==> src/rtl/bcd_serial_subtractor_pkg.sv <==
`default_nettype none
// ============================================================================
// Module      : bcd_pkg
// Description : Shared constants, digit type and FSM state encoding for the
//               digit-serial packed-BCD subtractor.
// Revision    : 1.0 - initial release
// ============================================================================
package bcd_pkg;

  localparam int BCD_DIGIT_W = 4;
  localparam int BCD_RADIX   = 10;

  typedef logic [BCD_DIGIT_W-1:0] bcd_digit_t;

  typedef enum logic [1:0] {
    IDLE = 2'd0,
    SUB  = 2'd1,
    NEG  = 2'd2,
    FIN  = 2'd3
  } bcd_state_t;

  // True when the nibble is a legal decimal digit (0..9)
  function automatic logic bcd_digit_valid(input bcd_digit_t d);
    return d < BCD_DIGIT_W'(BCD_RADIX);
  endfunction

endpackage
`default_nettype wire

==> src/rtl/bcd_serial_subtractor_if.sv <==
`default_nettype none
// ============================================================================
// Module      : bcd_serial_subtractor_if
// Description : Start/busy/done handshake and operand/result bundle of the
//               digit-serial BCD subtractor. master = controller side,
//               slave = subtractor side.
// Revision    : 1.0 - initial release
// ============================================================================
interface bcd_serial_subtractor_if
  import bcd_pkg::*;
#(
  parameter int DIGITS = 4
);

  logic                        i_start;
  logic [BCD_DIGIT_W*DIGITS-1:0] i_a;
  logic [BCD_DIGIT_W*DIGITS-1:0] i_b;
  logic                        i_bin;
  logic [BCD_DIGIT_W*DIGITS-1:0] o_diff;
  logic                        o_bout;
  logic                        o_neg;
  logic                        o_busy;
  logic                        o_done;

  modport master (
    output i_start, i_a, i_b, i_bin,
    input  o_diff, o_bout, o_neg, o_busy, o_done
  );

  modport slave (
    input  i_start, i_a, i_b, i_bin,
    output o_diff, o_bout, o_neg, o_busy, o_done
  );

endinterface
`default_nettype wire

==> src/rtl/bcd_serial_subtractor_digit_sub.sv <==
`default_nettype none
// ============================================================================
// Module      : bcd_digit_sub
// Description : Combinational single-digit BCD subtract with borrow:
//               d = x - y - br_in (mod 10), br_out set when the raw
//               difference went negative.
// Revision    : 1.0 - initial release
// ============================================================================
module bcd_digit_sub
  import bcd_pkg::*;
(
  input  bcd_digit_t i_x,
  input  bcd_digit_t i_y,
  input  logic       i_br_in,
  output bcd_digit_t o_d,
  output logic       o_br_out
);

  // 5-bit raw difference; bit 4 is the sign for legal digits (-10..9)
  logic [BCD_DIGIT_W:0] w_t;

  assign w_t      = {1'b0, i_x} - {1'b0, i_y} - {{BCD_DIGIT_W{1'b0}}, i_br_in};
  assign o_br_out = w_t[BCD_DIGIT_W];
  // Adding ten modulo 16 on the low nibble equals (t + 10)[3:0]
  assign o_d      = w_t[BCD_DIGIT_W] ? (w_t[BCD_DIGIT_W-1:0] + BCD_DIGIT_W'(BCD_RADIX))
                                     : w_t[BCD_DIGIT_W-1:0];

endmodule
`default_nettype wire

==> src/rtl/bcd_serial_subtractor.sv <==
`default_nettype none
// ============================================================================
// Module      : bcd_serial_subtractor
// Description : Digit-serial packed-BCD subtractor, A - B - bin, one digit
//               per clock, LSD first, start/busy/done handshake.
//               Optional macro BCD_SUB_SIGN_MAG_EN: on a final borrow a
//               second pass negates the result so diff holds the magnitude.
// Revision    : 1.0 - initial release
// ============================================================================
module bcd_serial_subtractor
  import bcd_pkg::*;
#(
  parameter int DIGITS = 4
) (
  input  logic                  clk,
  input  logic                  rst,
  bcd_serial_subtractor_if.slave bus
);

  localparam int W     = BCD_DIGIT_W * DIGITS;
  localparam int IDX_W = (DIGITS > 1) ? $clog2(DIGITS) : 1;

  bcd_state_t       r_state;
  bcd_state_t       w_next_state;
  logic [W-1:0]     r_a;
  logic [W-1:0]     r_b;
  logic [W-1:0]     r_diff;
  logic             r_br;
  logic             r_bout;
  logic [IDX_W-1:0] r_idx;

  logic             w_last;
  logic             w_neg_pass;
  logic             w_busy;
  logic             w_done;
  bcd_digit_t       w_x;
  bcd_digit_t       w_y;
  bcd_digit_t       w_d;
  logic             w_br_out;

  assign w_last = (r_idx == IDX_W'(DIGITS - 1));

`ifdef BCD_SUB_SIGN_MAG_EN
  assign w_neg_pass = (r_state == NEG);
`else
  assign w_neg_pass = 1'b0;
`endif

  // The negate pass computes 0 - diff through the same digit slice
  assign w_x = w_neg_pass ? '0 : r_a[BCD_DIGIT_W-1:0];
  assign w_y = w_neg_pass ? r_diff[BCD_DIGIT_W-1:0] : r_b[BCD_DIGIT_W-1:0];

  bcd_digit_sub u_digit_sub (
    .i_x      (w_x),
    .i_y      (w_y),
    .i_br_in  (r_br),
    .o_d      (w_d),
    .o_br_out (w_br_out)
  );

  // State register
  always_ff @(posedge clk or posedge rst) begin
    if (rst) r_state <= IDLE;
    else     r_state <= w_next_state;
  end

  // Next-state and handshake outputs
  always_comb begin
    w_next_state = r_state;
    w_busy       = 1'b0;
    w_done       = 1'b0;
    case (r_state)
      IDLE: begin
        if (bus.i_start) w_next_state = SUB;
      end
      SUB: begin
        w_busy = 1'b1;
        if (w_last) begin
`ifdef BCD_SUB_SIGN_MAG_EN
          w_next_state = w_br_out ? NEG : FIN;
`else
          w_next_state = FIN;
`endif
        end
      end
      NEG: begin
        w_busy = 1'b1;
        if (w_last) w_next_state = FIN;
      end
      FIN: begin
        w_done       = 1'b1;
        w_next_state = IDLE;
      end
      default: w_next_state = IDLE;
    endcase
  end

  // Operand capture, digit shifting and result accumulation (MSD enters at top)
  always_ff @(posedge clk or posedge rst) begin
    if (rst) begin
      r_a    <= '0;
      r_b    <= '0;
      r_diff <= '0;
      r_br   <= 1'b0;
      r_bout <= 1'b0;
      r_idx  <= '0;
    end else begin
      case (r_state)
        IDLE: begin
          if (bus.i_start) begin
            r_a    <= bus.i_a;
            r_b    <= bus.i_b;
            r_br   <= bus.i_bin;
            r_diff <= '0;
            r_bout <= 1'b0;
            r_idx  <= '0;
          end
        end
        SUB: begin
          r_a    <= r_a >> BCD_DIGIT_W;
          r_b    <= r_b >> BCD_DIGIT_W;
          r_diff <= (r_diff >> BCD_DIGIT_W) | (W'(w_d) << (W - BCD_DIGIT_W));
          r_br   <= w_br_out;
          r_idx  <= r_idx + IDX_W'(1);
          if (w_last) begin
            r_idx  <= '0;
            r_bout <= w_br_out;
            r_br   <= 1'b0;
          end
        end
        NEG: begin
          r_diff <= (r_diff >> BCD_DIGIT_W) | (W'(w_d) << (W - BCD_DIGIT_W));
          r_br   <= w_br_out;
          r_idx  <= r_idx + IDX_W'(1);
          if (w_last) r_idx <= '0;
        end
        default: begin
        end
      endcase
    end
  end

  assign bus.o_diff = r_diff;
  assign bus.o_bout = r_bout;
  assign bus.o_neg  = r_bout;
  assign bus.o_busy = w_busy;
  assign bus.o_done = w_done;

`ifndef SYNTHESIS
  logic w_ops_valid;

  // Flags any non-decimal nibble on the operand buses
  always_comb begin
    w_ops_valid = 1'b1;
    for (int i = 0; i < DIGITS; i++) begin
      if (!bcd_digit_valid(bus.i_a[i*BCD_DIGIT_W +: BCD_DIGIT_W]) ||
          !bcd_digit_valid(bus.i_b[i*BCD_DIGIT_W +: BCD_DIGIT_W]))
        w_ops_valid = 1'b0;
    end
  end

  a_operands_bcd : assert property (@(posedge clk) disable iff (rst)
      (r_state == IDLE && bus.i_start) |-> w_ops_valid)
    else $error("bcd_serial_subtractor: non-BCD operand digit at start");
`endif

endmodule
`default_nettype wire

==> src/flat_wrapper.sv <==
// flat-port wrapper written by rule: the top's interface ports become plain ports
module bcd_serial_subtractor_flat import bcd_pkg::*;
#(
  parameter int DIGITS = 4
)
  (clk, rst, bus_i_start, bus_i_a, bus_i_b, bus_i_bin, bus_o_diff, bus_o_bout, bus_o_neg, bus_o_busy, bus_o_done);
  bcd_serial_subtractor_if #(.DIGITS(DIGITS)) bus_i ();
  input  logic clk;
  input  logic rst;
  input wire logic [$bits(bus_i.i_start)-1:0] bus_i_start;
  input wire logic [$bits(bus_i.i_a)-1:0] bus_i_a;
  input wire logic [$bits(bus_i.i_b)-1:0] bus_i_b;
  input wire logic [$bits(bus_i.i_bin)-1:0] bus_i_bin;
  output wire logic [$bits(bus_i.o_diff)-1:0] bus_o_diff;
  output wire logic [$bits(bus_i.o_bout)-1:0] bus_o_bout;
  output wire logic [$bits(bus_i.o_neg)-1:0] bus_o_neg;
  output wire logic [$bits(bus_i.o_busy)-1:0] bus_o_busy;
  output wire logic [$bits(bus_i.o_done)-1:0] bus_o_done;
  assign bus_i.i_start = bus_i_start;
  assign bus_i.i_a = bus_i_a;
  assign bus_i.i_b = bus_i_b;
  assign bus_i.i_bin = bus_i_bin;
  assign bus_o_diff = bus_i.o_diff;
  assign bus_o_bout = bus_i.o_bout;
  assign bus_o_neg = bus_i.o_neg;
  assign bus_o_busy = bus_i.o_busy;
  assign bus_o_done = bus_i.o_done;
  bcd_serial_subtractor #(.DIGITS(DIGITS)) u_core (.clk(clk), .rst(rst), .bus(bus_i));
endmodule
==> config.mk <==
export PLATFORM = sky130hd
export DESIGN_NAME = bcd_serial_subtractor_flat
export DESIGN_NICKNAME = d
export VERILOG_FILES = /design/src/rtl/bcd_serial_subtractor_pkg.sv /design/src/rtl/bcd_serial_subtractor_if.sv /design/src/rtl/bcd_serial_subtractor_digit_sub.sv /design/src/rtl/bcd_serial_subtractor.sv /design/src/flat_wrapper.sv
export SDC_FILE = /design/constraint.sdc
export NUM_CORES = 1
export LEC_CHECK = 0
export CORE_MARGIN = 2
export CORE_UTILIZATION = 50
export CTS_BUF_LIST = sky130_fd_sc_hd__clkbuf_4
export DETAILED_ROUTE_END_ITERATION = 10
export DONT_BUFFER_PORTS = 1
export GPL_TIMING_DRIVEN = 0
export SYNTH_ARGS = -nofsm -noshare
export SYNTH_HDL_FRONTEND = slang
export SYNTH_SLANG_ARGS = --single-unit
==> constraint.sdc <==
create_clock -name clk -period 3.6 [get_ports clk]
set_clock_uncertainty 0.15 [all_clocks]
set_input_delay 0.72 -clock clk [delete_from_list [all_inputs] [get_ports clk]]
set_output_delay 0.72 -clock clk [all_outputs]
set_load 0.05 [all_outputs]
# Yosys cells after proc, flatten, opt, wreduce, memory -nomap -nowiden
# Cells that the tools add are included.
# totals
output_inout_bits	20
elab_cells	50
inputBits	36
regBits	54
# classes
eq_ne	7
n_mux	21
bitwise_logic	1
addsub	4
n_reduce_logical	10
# op_table
cell	count
16-bit case mux with 2 select lines	3
16-bit 2-to-1 mux	3
12-bit by 16-bit OR with 16-bit output	1
2-bit 2-to-1 mux	4
2-bit AND reduction	4
2-bit equality test, second input constant	3
1-bit 2-to-1 mux	6
2-bit case mux with 3 select lines	1
4-bit by 4-bit subtractor with 5-bit output	1
5-bit by 1-bit subtractor with 5-bit output	1
4-bit adder, second input constant	1
4-bit 2-to-1 mux	1
2-bit by 1-bit != test with 1-bit output, second input constant	2
2-bit case mux with 2 select lines	1
2-bit nonzero test	2
1-bit case mux with 3 select lines	1
3-bit AND reduction	1
3-bit nonzero test	1
2-bit by 1-bit adder with 2-bit output, second input constant	1
2-bit by 1-bit equality test with 1-bit output, second input constant	1
2-bit zero test	1
2-bit != test, second input constant	1
1-bit case mux with 2 select lines	1
2-bit OR reduction	1

# Longest topological paths before layout
# logic_depth
depth_word	6
ltp_mapped	9
depth_no_buf	9

# By module
# From an unflattened synthesis, not the netlist that was laid out.
# unflattened
cells_unflattened	231
hier_area_um2	2640.0
# modules_own_cells
mod	instances	cells_per_inst	area_per_inst_um2	seq_area_each_um2
bcd_serial_subtractor	1	199	2366.0	1351.3
bcd_digit_sub	1	32	274.0	0.0

# Worst setup path after synthesis
# OpenSTA, ideal clock, no wires.
# synth_timing
kind	reg2reg
from	register u_core.r_br
to	register u_core.r_diff[15] (netlist: u_core.bus.o_diff[15])
arrival_time_ns	2.128
path_buffers	0
slack_ns	1.190
setup_time_ns	0.131
required_time_ns	3.319
stages_incl_launch_ff	9
synth_period_minus_slack_ns	2.410
cell_sequence	dfrtp_1 > inv_1 > fa_1 > fa_1 > nand2b_1 > a21oi_2 > xnor2_2 > nor4_1 > or3b_1
# synth_between
elab_chain_len	5
# synth_lines
element	line	rtl
start, declared	bcd_serial_subtractor.sv:28	logic r_br;
start signal, assigned	bcd_serial_subtractor.sv:113	r_br <= bus.i_bin;
start signal, assigned	bcd_serial_subtractor.sv:123	r_br <= w_br_out;
start signal, assigned	bcd_serial_subtractor.sv:133	r_br <= w_br_out;
5-bit by 1-bit subtractor with 5-bit output *	bcd_serial_subtractor_digit_sub.sv:22	assign w_t = {1'b0, i_x} - {1'b0, i_y} - {{BCD_DIGIT_W{1'b0}}, i_br_in};
4-bit adder	bcd_serial_subtractor_digit_sub.sv:25	assign o_d = w_t[BCD_DIGIT_W] ? (w_t[BCD_DIGIT_W-1:0] + BCD_DIGIT_W'(BCD_RADIX))
4-bit 2-to-1 mux *	bcd_serial_subtractor_digit_sub.sv:25	
12-bit by 16-bit OR with 16-bit output *	bcd_serial_subtractor.sv:122, bcd_serial_subtractor.sv:132	
16-bit case mux with 2 select lines *	bcd_serial_subtractor.sv:108	case (r_state)
end signal, assigned	bcd_serial_subtractor.sv:122	r_diff <= (r_diff >> BCD_DIGIT_W) | (W'(w_d) << (W - BCD_DIGIT_W));
end signal, assigned	bcd_serial_subtractor.sv:132	r_diff <= (r_diff >> BCD_DIGIT_W) | (W'(w_d) << (W - BCD_DIGIT_W));
end, declared	bcd_serial_subtractor.sv:27	logic [W-1:0] r_diff;
# Every way passes the cells marked *; elsewhere a longest branch is shown, timed or not.
# A chain may end at the register's enable or synchronous reset.

# Worst setup path in the final report
# Same ends and word-level chain as after synthesis.

==> results.yml <==
status:
  status: "complete, no violations"
worst_setup_path:
  endpoint: "u_core.bus.o_diff[15]"
  timing.rr.start: "u_core.r_br"
  critPathKind: "register to register"
  cp_common_cell: "fa_1"
  cp-end-kind: "register"
  critPathSlowestCell: "fa_1"
  rrSetupSlack_ns: 1.0
  worstReg2RegEnd: "u_core.bus.o_diff[15]"
  reg2reg_depth: 8
  cp.depth: 8
  path_buf_inv: 1
  max_stage_delay_ns: 0.47
  crit_start: "u_core.r_br"
  critPathLaunchType: "register"
  worstPathMaxFanout: 6
  cp_cell_sequence: "inv_1 > fa_1 > fa_1 > nand2b_1 > a21oi_2 > xnor2_2 > o211ai_2 > or3b_1"
  worst_ep_required_time_ns: 3.71
  crit_family: "adder cells"
  arrival_ns: 2.71
synthesis:
  synth.top_cell.area_share_pct: 51.4
  synth_most_common_cell: "dfrtp_1"
  synth-edff-count: 0
  ys_seq_area_share_pct: 51.4
  syn_avg_cell_area_um2: 10.9
  ys_top_cells_by_count: "54 x dfrtp_1, 34 x nand2_1, 30 x o21ai_0"
  synth_seq_cells: 54
  synthArstFlopShare_pct: 100
  yosys_warnings: 0
  synthesis.nets: 293
  syn_area_mm2: 0.00263
  synth_area_leader_cell: "dfrtp_1"
  netlist_top_cells_area: "dfrtp_1 51%, mux2i_1 9.5%, ha_1 6.2%"
  synth_top_flop_cell: "dfrtp_1"
  synthDistinctLibCells: 32
  syn-instance-count: 242
clocking:
  clock_latency_ns: 0.36
  cts.sink_count: 54
  cts.path.max_buffers: 2
  cts_tree: "built"
  ctsHoldBuffers: 0
  htreeDepth: 2
  cts_root_buffer: "clkbuf_4"
  cts-resized-gates: 0
  numCtsBuffers: 5
  post-cts-setup-buffers: 0
  clk_pin_slew_worst_paths_ns: 0.16
drt:
  wl_per_cell_um: 16.5
  topRoutingLayerUsed: "met4"
  wl_met1_mm: 2.55
  wl_met3_um: 309
  post_drt_via_cell_ratio: 5.48
  drtIter0Drc: 128
  drcViolationCount: 0
  firstDrtPassIters: 4
  met2WireLength_mm: 2.42
  wl_mm: 5.31
  ant_nets: 0
  vias: 1759
timing:
  tightestPinTransition_ns: 0.640
  setup_viol: 0
  relSlewSlack_pct: 57.3
  rsz0062_at_grt: "no"
  hold_ws_ns: 0.129
  max_freq_mhz: 384
  finalMaxSlewViolations: 0
  period_share_pct: 72.3
  setup_tns_ns: 0
  hold_viol: 0
  period_needed_ns: 2.60
global_routing:
  grt_pass1_wl_mm: 8.98
  antenna_found_initial: 0
  grt_pass1_vias: 1752
  grt_overflow: 0
  grt_max_degree: 29
  grt_util_all_layers_pct: 19.5
final_layout:
  syn2layout_area_growth_pct: 7.23
  final_nets: 301
  final_util_pct: 55.5
  n_antenna_cell: 0
  fill_cells: 472
  drive_gt1_share_pct: 10.4
hold_path:
  hold_path.class: "input pin to async pin"
floorplanning:
  floorplan.die_area_mm2: 0.00585
  die_y_um: 76.5
  core_mm2: 0.00507
  die_w_um: 76.5
  pin_count: 56
  num_rows: 26
  initial_core_util_pct: 51.8
placement:
  io_buffers: 0
  place_congestion: 0.781
  dp_hpwl_mm: 3.91
job:
  cap_violations: 0
## layout by cell type, fill, tap and decap left out, types with 2 or more instances in the layout
cell type  count
ha_1          13
fa_1           2
buf_4          2
and2_1         3
clkbuf_4       6
nand2_1       34
nand2b_1       2
xor2_1         3
o21ai_1        4
mux2i_1       25
a22oi_1        4
a21oi_1        3
o21ai_0       30
o31ai_1        2
inv_1         13
a22o_1        17
dfrtp_1       54
a21oi_2        3
nor2_1         5
buf_2          9
## worst min-delay path by stage
stage / cells after the start / to
finish: 1 / u_core.bus.o_diff[11]
floorplan: 2 / u_core.r_a[10]
global placement: 2 / u_core.r_a[4]
detailed placement: 2 / u_core.r_a[11]
CTS: 1 / u_core.r_state[1]
global route: 1 / u_core.bus.o_diff[3]
## registers in the layout, summed over array words and instances (netlist names)
register           cells
u_core.r_a            16
u_core.r_state         2
u_core.r_idx           2
u_core.r_b            16
u_core.bus.o_bout      1
u_core.bus.o_diff     16
u_core.r_br            1
## metrics by stage
stage	cell area [µm²]	worst slack, ns	instances
after detailed placement	2740	0.998	313
final	2820	0.998	321
after global routing	2820	0.846	321
after global placement	2720	0.771	312
after CTS	2820	0.977	321
after floorplan	2630	1.19	242
## metal layers
| metal | global-route usage, % | vias to the layer above |
|---|---|---|
| li1 | - | 854 |
| met4 | 5.45 | 0 |
| met5 | 0 | - |
| met1 | 27.3 | 861 |
| met3 | 6.04 | 2 |
| met2 | 29.4 | 42 |
## final cells by class
type                            count  area (µm²)  share of cell area (%)
Clock buffer                        6        45.0                    1.60
Timing Repair Buffer                1        20.0                   0.710
Sequential cell                    54        1350                    47.9
Clock inverter                      2        37.5                    1.33
Inverter                           15        56.3                    2.00
Tap cell                           70        87.6                    3.11
Multi-Input combinational cell    160        1150                    40.9
Buffer                             13        67.6                    2.40
## cell families after synthesis
kind of cell             count (synthesis)  share of synthesized area (%)
adder cells (fa/ha/maj)                 15                           7.71
multiplexers                            25                           9.52
flip-flops                              54                           51.4
AND/OR/NAND/NOR                         48                           7.85
AO/OA/AOI/OAI                           67                           16.8
XOR/XNOR                                 5                           1.95
buffers and inverters                   28                           4.71
Power is left out: the tool's default activity adds up to more than one toggle a clock period on the data nets, which glitch-free logic cannot reach.
